$ cat src/rtl/instr_issue.sv
// rtl/instr_issue.sv - fetch/issue sequencer: fetches one instruction, holds its fields until accepted, then steps the pc.
// Optional FETCH_STALL_CNT_EN adds a saturating stall_cnt output counting FETCH cycles without imem_ack.
module instr_issue (
    input  logic        clk,
    input  logic        reset,
    input  logic        start,
    output logic        imem_req,
    output logic [31:0] imem_addr,
    input  logic        imem_ack,
    input  logic [31:0] imem_data,
    output logic [5:0]  opcode,
    output logic [5:0]  funct,
    output logic [4:0]  rs,
    output logic [4:0]  rt,
    output logic [4:0]  rd,
    output logic [15:0] imm16,
    output logic        issue_valid,
    input  logic        issue_ready,
    input  logic        jump,
    input  logic        branch,
    input  logic        zero,
    output logic [31:0] pc,
    output logic        halted
`ifdef FETCH_STALL_CNT_EN
    ,
    output logic [15:0] stall_cnt
`endif
);

    typedef enum logic [1:0] {
        IDLE  = 2'd0,
        FETCH = 2'd1,
        ISSUE = 2'd2,
        HALT  = 2'd3
    } state_t;

    localparam logic [5:0] OPC_HALT = 6'h3F;

    state_t      state_q, state_d;
    logic [31:0] pc_q, pc_d;
    logic [31:0] instr_q, instr_d;
    logic [31:0] pc4;
    logic [31:0] br_off;
    logic        accept;

    always_ff @(posedge clk or posedge reset) begin
        if (reset) begin
            state_q <= IDLE;
            pc_q    <= 32'h0000_0000;
            instr_q <= 32'h0000_0000;
        end else begin
            state_q <= state_d;
            pc_q    <= pc_d;
            instr_q <= instr_d;
        end
    end

    assign pc4    = pc_q + 32'd4;
    assign br_off = {{14{instr_q[15]}}, instr_q[15:0], 2'b00};
    assign accept = (state_q == ISSUE) && issue_ready;

    always_comb begin
        state_d = state_q;
        pc_d    = pc_q;
        instr_d = instr_q;
        unique case (state_q)
            IDLE: begin
                if (start) begin
                    state_d = FETCH;
                end
            end
            FETCH: begin
                if (imem_ack) begin
                    instr_d = imem_data;
                    state_d = ISSUE;
                end
            end
            ISSUE: begin
                if (accept) begin
                    // A halt instruction freezes the pc at its own address.
                    if (instr_q[31:26] == OPC_HALT) begin
                        state_d = HALT;
                    end else begin
                        state_d = FETCH;
                        if (jump) begin
                            pc_d = {pc4[31:28], instr_q[25:0], 2'b00};
                        end else if (branch && zero) begin
                            pc_d = pc4 + br_off;
                        end else begin
                            pc_d = pc4;
                        end
                    end
                end
            end
            HALT: begin
                state_d = HALT;
            end
            default: begin
                state_d = IDLE;
            end
        endcase
    end

    assign imem_req    = (state_q == FETCH);
    assign imem_addr   = pc_q;
    assign issue_valid = (state_q == ISSUE);
    assign halted      = (state_q == HALT);
    assign pc          = pc_q;

    assign opcode = instr_q[31:26];
    assign rs     = instr_q[25:21];
    assign rt     = instr_q[20:16];
    assign rd     = instr_q[15:11];
    assign imm16  = instr_q[15:0];
    assign funct  = instr_q[5:0];

`ifdef FETCH_STALL_CNT_EN
    logic [15:0] stall_cnt_q, stall_cnt_d;

    always_ff @(posedge clk or posedge reset) begin
        if (reset) begin
            stall_cnt_q <= 16'h0000;
        end else begin
            stall_cnt_q <= stall_cnt_d;
        end
    end

    always_comb begin
        stall_cnt_d = stall_cnt_q;
        if ((state_q == FETCH) && !imem_ack && (stall_cnt_q != 16'hFFFF)) begin
            stall_cnt_d = stall_cnt_q + 16'd1;
        end
    end

    assign stall_cnt = stall_cnt_q;
`endif

endmodule
$ cat config.mk
export PLATFORM = sky130hd
export DESIGN_NAME = instr_issue
export DESIGN_NICKNAME = d
export VERILOG_FILES = /design/src/rtl/instr_issue.sv
export SDC_FILE = /design/constraint.sdc
export NUM_CORES = 1
export LEC_CHECK = 0
export CAP_MARGIN = 20
export CORE_MARGIN = 2
export CORE_UTILIZATION = 45
export DETAILED_ROUTE_END_ITERATION = 16
export PLACE_DENSITY = 0.79
export REMOVE_ABC_BUFFERS = 1
export SLEW_MARGIN = 0
export SYNTH_ARGS = -nofsm -noshare
export SYNTH_HDL_FRONTEND = slang
export SYNTH_SLANG_ARGS = --single-unit
$ cat constraint.sdc
create_clock -name clk -period 3.06 [get_ports clk]
set_input_delay 0.612 -clock clk [delete_from_list [all_inputs] [get_ports clk]]
set_output_delay 0.612 -clock clk [all_outputs]
set_load 0.03 [all_outputs]
==> run metrics, run 1 <==
run status=finished, violations left; failing checks=negative setup slack; Async SR Flop Fraction=100.0%; drt total wl=21.20 mm; CP Buf/Inv Count=2; GRT Resource Usage Total=29.32%; clock skew=10.88 ps; Worst-Skew Late Latency=350 ps; fmax=0.2975 GHz; Slew @ Worst Pin=770.5 ps; CP top delay family=compound AO/OA/AOI/OAI gates; Worst-path clk slew=60 ps; drt drc=0; setup violators final=18; Tmin final=3362 ps; Netlist Area Pre-Place=5379 um2; clock root buffer=clkbuf_16; HP Class=reg2reg; DR iter-0 viols=625; # IOs=150; CTS tree=done; Routed WL per cell=20.36 um; layout overhead on the synthesized area=68.48%; design area=9062 um2; worst-case clock buffer depth=2; setup ws final=-301.8 ps; diode count=0; synth top area cells=dfrtp_1, ha_1, mux2_2, buf_4, a21oi_1; RSZ-0062 raised after global routing=true; Max-slew headroom=48.64%; Slew Viols, Final=0; Worst Path Required=3290 ps; layout cells sized above 1=39.31%; post-synth top area cell=dfrtp_1; Crit Path Class=reg2reg; CP Cell Sequence=and3_4, nand4_1, inv_2, nand2_4, xnor2_4, ha_4, a21oi_4, o21a_2, a31oi_4, a311o_2, buf_4, xnor2_2, nand2_1, o21ai_2, o21ai_1; largest stage delay on the critical path=400 ps; Avg Inst Size Synth=8.497 um2; DP Area=7506 um2; total power=13.01 mW; LEAKAGE=3.965 nW; total number of vias=6306; CP max FO=7; register area share after synthesis=29.77%; Die H=113.3 um; CP Capture Type=flop; initial antenna violation count=0; VDD IR max=1.097 mV; Final period util=109.9%; core footprint=11560 um2; share of the synthesized area in the top cell type=29.77%; GP Congestion=0.9227; pwr dens=1435 nW/um2; hpwl dp=13.26 mm; Worst EP arrival=3590 ps; YS warnings=0; Die Wd=113.3 um; GR Overflow Total=0; Synth Instances=633; Seq cells post-synth=64; ys flop type=dfrtp_1; H-Tree Level Count=3; slowest stage cell on the critical path=a311o_2; first-pass GRT wire length=30.07 mm; vias in the first global route=6034; Hold Fails Final Rpt=0; CP Launch Type=flop; drt first pass iters=8; fin nets=971; I/O Buffers=145; max_cap viols=0; Post-synth EDFFs=0; DRT antenna net count=0; largest net degree at the start of global routing=65; cts hold-fix bufs=0; Cell variety after synth=61; Layout fillers=679; CTS buffer count=9; DR vias/cell=6.058; Reg2Reg Setup Slack=-300 ps; row cnt=39; die area=12840 um2; Starting Density=46.51%; CTS sink cnt=64
worst reg2reg max path, cell delays in order, from the launching register on:
cell     delay, ps
dfrtp_1        380
and3_4         250
nand4_1        250
inv_2          180
nand2_4        100
xnor2_4        220
ha_4           270
a21oi_4        200
o21a_2         270
a31oi_4        120
a311o_2        400
buf_4          170
xnor2_2        140
nand2_1        110
o21ai_2        110
o21ai_1         80
flip-flops by register name (all words and copies together) (netlist names):
| register | flops |
|---|---|
| instr_q | 32 |
| imem_addr | 30 |
| state_q | 2 |
cell usage in the layout (no fill, tap or decap), drive strengths merged, types with 3 or more instances in the layout:
| cell | instances |
|---|---|
| a211oi | 12 |
| a21boi | 3 |
| a21o | 7 |
| a21oi | 54 |
| a31oi | 4 |
| and2 | 5 |
| and3 | 14 |
| buf | 168 |
| clkbuf | 11 |
| clkdlybuf4s50 | 145 |
| conb | 4 |
| dfrtp | 64 |
| ha | 37 |
| inv | 15 |
| mux2 | 34 |
| mux2i | 6 |
| nand2 | 66 |
| nand2b | 3 |
| nand3 | 20 |
| nand4 | 13 |
| nor2 | 44 |
| nor2b | 7 |
| nor3 | 13 |
| o21a | 5 |
| o21ai | 49 |
| o21bai | 5 |
| or2 | 3 |
| xnor2 | 30 |
| xor2 | 19 |
logic make-up after synthesis:
group                      share of synthesized area, %
xor gates and xnor gates                          7.979
other                                           0.06972
and+or+nand+nor                                   17.93
buffers and inverters                             8.723
AOI/OAI and AO/OA                                 18.31
muxes                                             8.235
adders and majority gates                         8.979
DFF                                               29.77
stage by stage:
step / hold slack [ps] / setup WS [ps] / std cells / TNS (ps) / util [%]
after floorplan: 511.8 / -722.6 / 569 / -5816 / -
after global placement: 514.7 / -364.4 / 976 / -2901 / 64.90
after detailed placement: 520.4 / -432.5 / 976 / -3961 / 64.90
after CTS: 532.4 / -67.49 / 1021 / -252.7 / 73.69
after global routing: 551.4 / -486.7 / 1041 / -5937 / 78.36
final: 533.1 / -301.8 / 1041 / -3244 / 78.36
metal layers:
layer,up-vias,GRT usage [%],wire length [um],part of all wire (%)
li1,2739,-,-,-
met1,3064,36.63,7967,38
met2,406,51.02,10650,50
met3,97,4.606,1734,8.2
met4,0,11.14,840,4.0
met5,-,0,0,0
area by class of cell:
| class | instances | area, um2 | area share [%] |
|---|---|---|---|
| Sequential cell | 64 | 1602 | 17.67 |
| Multi-Input combinational cell | 492 | 4139 | 45.67 |
| Timing Repair Buffer | 313 | 2755 | 30.40 |
| Inverter | 13 | 48.80 | 0.5385 |
| Clock inverter | 5 | 86.33 | 0.9526 |
| Clock buffer | 11 | 252.7 | 2.789 |
| Tap cell | 143 | 178.9 | 1.974 |
Yosys cell counts, types with 17 or more instances:
cell	n
buf_4	45
clkbuf_1	17
mux2_2	34
nand2_1	66
ha_1	37
o21ai_0	49
a21oi_1	54
nor2_1	44
dfrtp_1	64
xnor2_1	30
xor2_1	19
nand3_1	20
worst paths after layout:
kind,startpoint,endpoint,depth (start not counted)
min in group asynchronous,reset,instr_q[26],3
max reg2reg,imem_addr[5],imem_addr[20],15
min reg2reg,instr_q[31],instr_q[31],1
min,instr_q[31],instr_q[31],1
max in group asynchronous,reset,instr_q[13],3
max,imem_addr[5],imem_addr[20],15
where the power goes:
part | leakage, nW | switching (mW) | total (mW) | internal (mW)
registers | 0.768 | 0.488 | 1.73 | 1.24
logic | 3.03 | 5.32 | 10.1 | 4.76
clock network | 0.167 | 0.425 | 1.19 | 0.765
what timing repair did:
item	in CTS	in global routing
setup buffers	29	21
setup endpoints to repair	18	22
resized for setup	110	87
pin swaps	73	64
No activity file was read; power rests on OpenSTA's default activity.
==> inputs of run 2 (changes only) <==
--- a/config.mk
+++ b/config.mk
@@ -5,10 +5,10 @@
 export SDC_FILE = /design/constraint.sdc
 export NUM_CORES = 1
 export LEC_CHECK = 0
-export CAP_MARGIN = 20
 export CORE_MARGIN = 2
 export CORE_UTILIZATION = 45
 export DETAILED_ROUTE_END_ITERATION = 16
+export GPL_ROUTABILITY_DRIVEN = 0
 export PLACE_DENSITY = 0.79
 export REMOVE_ABC_BUFFERS = 1
 export SLEW_MARGIN = 0
==> run 2 against run 1 <==
The flow still finishes with violations (negative setup slack). Worst setup slack lost 430 ps. Non-clock buffer count shrank 12. Sequential share of layout area grew 0.053 points. Final area shrank 0.22%. Die area is the same. Wire length grew 21%. First-iteration DRC count grew 24%. Fmax shrank 11%. Critical endpoint is now imem_addr[12].
==> run metrics, run 2 (same netlist as run 1, synthesis figures left out) <==
clock root buffer=clkbuf_16; layout cells sized above 1=39.84% (+0.53 points); drt drc=0 (unchanged); diode count=0 (unchanged); CP max FO=4 (-3); run status=finished, violations left; Worst-path clk slew=60 ps (about the same); max_cap viols=0 (unchanged); vias in the first global route=6157 (+2.0%); Starting Density=46.51% (unchanged); # IOs=150 (unchanged); Max-slew headroom=43.06% (-5.6 points); initial antenna violation count=0 (unchanged); Die Wd=113.3 um (unchanged); worst-case clock buffer depth=2 (unchanged); layout overhead on the synthesized area=68.11%; DR iter-0 viols=772 (+24%); dpl ws=-429.7 ps (+2.804 ps); Die H=113.3 um (unchanged); Worst Path Required=3230 ps (-60 ps); die area=12840 um2 (unchanged); commonest non-fill, non-tap cells in the layout=clkdlybuf4s50_1, buf_4, dfrtp_1, nand2_1, mux2_2; max reg flops=32 (unchanged); CTS buffer count=9 (unchanged); drt first pass iters=8 (unchanged); Worst-Skew Late Latency=360 ps (about the same); Routed WL per cell=24.85 um (+22%); core footprint=11560 um2 (unchanged); setup ws final=-728.8 ps (-426.9 ps); I/O Buffers=145 (unchanged); Layout fillers=612 (-9.9%); largest stage delay on the critical path=740 ps (+340 ps); Tmin final=3789 ps (+426.9 ps); first-pass GRT wire length=31.21 mm (+3.8%); CTS sink cnt=64 (unchanged); total number of vias=6727 (+6.7%); Worst EP arrival=3960 ps (+370 ps); CP Buf/Inv Count=2 (unchanged); fmax=0.2639 GHz (-11%); Top reg by flops=instr_q; CP top delay family=compound AO/OA/AOI/OAI gates; Slew Viols, Final=0 (unchanged); CP Capture Type=flop; GR Overflow Total=0 (unchanged); largest net degree at the start of global routing=35 (-46%); row cnt=39 (unchanged); RSZ-0062 raised after global routing=true; CP Launch Type=flop; Final period util=123.8% (+14 points); GRT Resource Usage Total=30.75% (+1.4 points); Hold Fails Final Rpt=0 (unchanged); HP Class=reg2reg; cts hold-fix bufs=0 (unchanged); clock skew=15.39 ps (+4.510 ps); Slew @ Worst Pin=847.6 ps (+77.15 ps); hpwl dp=13.33 mm (+0.52%); commonest non-fill, non-tap cell in the layout=clkdlybuf4s50_1; Crit Path Class=reg2reg; H-Tree Level Count=3 (unchanged); drt total wl=25.57 mm (+21%); fin nets=959 (-1.2%); failing checks=negative setup slack; DR vias/cell=6.537 (+7.9%); CP Cell Sequence=buf_6, ha_4, buf_6, xor2_4, ha_4, a211oi_4, o21ai_2, a21oi_2, nor2b_1, o21a_1, o31a_1, mux2i_1, nor2_1, o41ai_2; setup violators final=20 (+2); slowest stage cell on the critical path=o41ai_2; CTS tree=done; DRT antenna net count=0 (unchanged)
[run 2: area by class of cell]
cell class	count	area [um2]	area share, %
repair buffers	301	2684	29.68
flip-flops and latches	64	1603	17.73
well taps	143	178.9	1.979
clock inverters	7	125.1	1.384
multi-input cells	492	4175	46.17
inverters	13	51.30	0.5673
clock buffers	9	225.2	2.491
[run 2: metal layers]
metal  up-vias  track usage (%)  wire length, um
met5         -                0                0
met4         0            15.61             2198
met3       227            6.535             2761
met2       624            53.41            11930
met1      3159            35.76             8679
li1       2717                -                -
[run 2: metrics by stage]
step | cells | utilization [%] | hold WS, ps | area, um2 | setup TNS [ps]
finish | 1029 | 78.19 | 540.7 | 9042 | -5559
global route | 1029 | 78.19 | 558.5 | 9042 | -6925
CTS | 1008 | 71.64 | 544.8 | 8285 | -210.0
detailed placement | 967 | 64.32 | 526.4 | 7438 | -3150
global placement | 967 | 64.32 | 515.0 | 7438 | -1805
floorplan | 569 | - | 511.8 | 4970 | -5816
[run 2: final timing paths]
kind	end	cells past startpoint	from	slack [ps]
min	instr_q[30]	1	instr_q[30]	540
max	imem_addr[12]	14	imem_addr[3]	-730
max reg2reg	imem_addr[12]	14	imem_addr[3]	-730
max in group asynchronous	imem_addr[18]	3	reset	1690
min in group asynchronous	instr_q[25]	2	reset	700
min reg2reg	instr_q[30]	1	instr_q[30]	540
[run 2: repair_timing]
| item | CTS | global route |
|---|---|---|
| pin swaps | 61 | 94 |
| setup buffers | 25 | 23 |
| gates cloned | 0 | 0 |
| setup endpoints to repair | 19 | 20 |
| gates resized for setup | 86 | 126 |
Power of run 2 is left out: the tool's default activity adds up to more than one toggle a clock period on the data nets, which glitch-free logic cannot reach.
==> inputs of run 3 (changes only) <==
--- a/config.mk
+++ b/config.mk
@@ -5,11 +5,13 @@
 export SDC_FILE = /design/constraint.sdc
 export NUM_CORES = 1
 export LEC_CHECK = 0
+export ABC_AREA = 1
 export CORE_MARGIN = 2
-export CORE_UTILIZATION = 45
+export CORE_UTILIZATION = 47
 export DETAILED_ROUTE_END_ITERATION = 16
 export GPL_ROUTABILITY_DRIVEN = 0
 export PLACE_DENSITY = 0.79
+export RECOVER_POWER = 25
 export REMOVE_ABC_BUFFERS = 1
 export SLEW_MARGIN = 0
 export SYNTH_ARGS = -nofsm -noshare
==> run 3 against run 2 <==
The flow now finishes without violations. Critical endpoint is now imem_addr[14]. Utilization decreased by 15 points. Sequential share of layout area increased by 0.80 points. Critical path type unchanged. Register-to-register slack improved by 860 ps. Sequential cell count unchanged. Wire length decreased by 20%. Largest cell class unchanged.
==> run metrics, run 3 <==
Synth Instances=1029 (+63%); diode count=0 (unchanged); dpl ws=-22.18 ps (+407.5 ps); post-synth top area cell=dfrtp_1; DR iter-0 viols=585 (-24%); H-Tree Level Count=3 (unchanged); row cnt=43 (+10%); fmax=0.3415 GHz (+29%); CTS tree=done; CP max FO=4 (unchanged); clock root buffer=clkbuf_16; register area share after synthesis=24.38% (-5.4 points); DR vias/cell=5.373 (-18%); drt first pass iters=6 (-2); Slew @ Worst Pin=1062 ps (+214.5 ps); fin nets=1237 (+29%); # IOs=150 (unchanged); RSZ-0062 raised after global routing=true; Top reg by flops=instr_q; worst-case clock buffer depth=2 (unchanged); CTS sink cnt=64 (unchanged); run status=finished, final reports clean; die area=14940 um2 (+16%); first-pass GRT wire length=31.77 mm (+1.8%); Async SR Flop Fraction=100.0% (unchanged); GR Overflow Total=0 (unchanged); Max-slew headroom=29.19% (-14 points); Final Hold Slack=531.1 ps (-9.620 ps); total number of vias=7221 (+7.3%); YS warnings=0 (unchanged); Die H=122.2 um (+7.8%); core footprint=13770 um2 (+19%); GRT Resource Usage Total=27.08% (-3.7 points); clock skew=10.53 ps (-4.865 ps); largest net degree at the start of global routing=42 (+20%); top post-synthesis cells by count=nand2_1, inv_1, nor2_1; drt drc=0 (unchanged); setup ws final=131.7 ps (+860.5 ps); Die Wd=122.2 um (+7.8%); Avg Inst Size Synth=6.384 um2 (-25%); commonest non-fill, non-tap cell in the layout=nand2_1; Cell variety after synth=41 (-33%); Hold Fails Final Rpt=0 (unchanged); layout overhead on the synthesized area=32.84%; CP Launch Type=flop; Tmin final=2928 ps (-860.5 ps); vias in the first global route=6505 (+5.7%); hpwl dp=15.28 mm (+15%); initial antenna violation count=0 (unchanged); Core Util, Final=63.35% (-15 points); Worst-Skew Late Latency=330 ps (-30 ps); ys flop type=dfrtp_1; max_cap viols=0 (unchanged); Worst-path clk slew=60 ps (about the same); Post-synth EDFFs=0 (unchanged); Final period util=95.70% (-28 points); CP Capture Type=flop; I/O Buffers=145 (unchanged); Seq cells post-synth=64 (unchanged); Slew Viols, Final=0 (unchanged); commonest non-fill, non-tap cells in the layout=nand2_1, inv_1, clkdlybuf4s50_1, nor2_1, nand3_1; Starting Density=47.69% (+1.2 points); layout cells sized above 1=15.81% (-24 points); Worst EP arrival=3140 ps (-820 ps); synth top area cells=dfrtp_1, nand2_1, inv_1, ha_1, nor2_1; share of the synthesized area in the top cell type=24.38% (-5.4 points); HP Class=reg2reg; setup violators final=0 (-100%); cts hold-fix bufs=0 (unchanged); Layout fillers=1246 (+100%); DRT antenna net count=0 (unchanged); Worst Path Required=3270 ps (+40 ps); drt total wl=20.57 mm (-20%); most common cell in the netlist=nand2_1; max reg flops=32 (unchanged); Layout Cells excl Fill=1344 (+31%); Routed WL per cell=15.31 um (-38%); dpl cells=1321 (+37%); CTS buffer count=9 (unchanged); Netlist Area Pre-Place=6569 um2 (+22%); Crit Path Class=reg2reg
==> run 3: layout make-up <==
type                       count  area, um2  area share (%)
inverter                     148      555.5           6.367
clock buffer                  11      232.7           2.667
sequential                    64       1617           18.53
timing repair buffer         183       1747           20.02
clock inverter                 5      33.78          0.3872
tap                          180      225.2           2.581
multi-input combinational    753       4315           49.46
==> run 3: cell families after synthesis <==
group,count (synthesis),synth area share [%]
xor gates and xnor gates,19,2.533
and+or+nand+nor,557,36.34
muxes,31,5.314
DFF,64,24.38
adders and majority gates,38,7.352
other,1,0.05709
buffers and inverters,215,15.10
AOI/OAI and AO/OA,104,8.914
==> run 3: critical path: stages, from the launching register on <==
cell and delay [ps]:
dfrtp_1 400, buf_4 160, inv_1 70, nor2_4 170, inv_1 100, nor2_1 150
xor2_1 220, inv_1 140, ha_1 310, nand2_1 70, nand2_1 60, o21bai_1 170
nand3b_1 260, buf_4 200, nand2_1 50, inv_1 30, o21bai_1 160, a21oi_1 80
==> run 3: path summary, 6_finish.rpt <==
path	startpoint	to	slack, ps	cells after the start
worst min register to register	instr_q[27]	instr_q[27]	530	1
worst min-delay path	instr_q[27]	instr_q[27]	530	1
max in group asynchronous	reset	imem_addr[20]	500	3
worst max register to register	imem_addr[2]	imem_addr[14]	130	17
worst max-delay path	imem_addr[2]	imem_addr[14]	130	17
min in group asynchronous	reset	instr_q[31]	920	2
==> run 3: routing by layer <==
layer	vias to the layer above	routed length, um	GRT usage [%]
met1	3321	8583	37.19
li1	3470	-	-
met3	61	1929	3.950
met2	369	9403	43.06
met5	-	0	0
met4	0	654	10.56
==> run 3: metrics by stage <==
step                      setup TNS (ps)  cell area (um2)
after floorplan                   -87.48             6143
after global placement                 0             8078
after detailed placement          -22.18             8078
after CTS                              0             8349
after global routing              -555.8             8726
final                                  0             8726
==> run 3: what timing repair did <==
item | in CTS | in global routing
pin swaps | 0 | 14
setup buffers | 0 | 7
endpoints found under the setup margin | 3 | 21
resized for setup | 1 | 87
Power of run 3 is left out for the same reason.
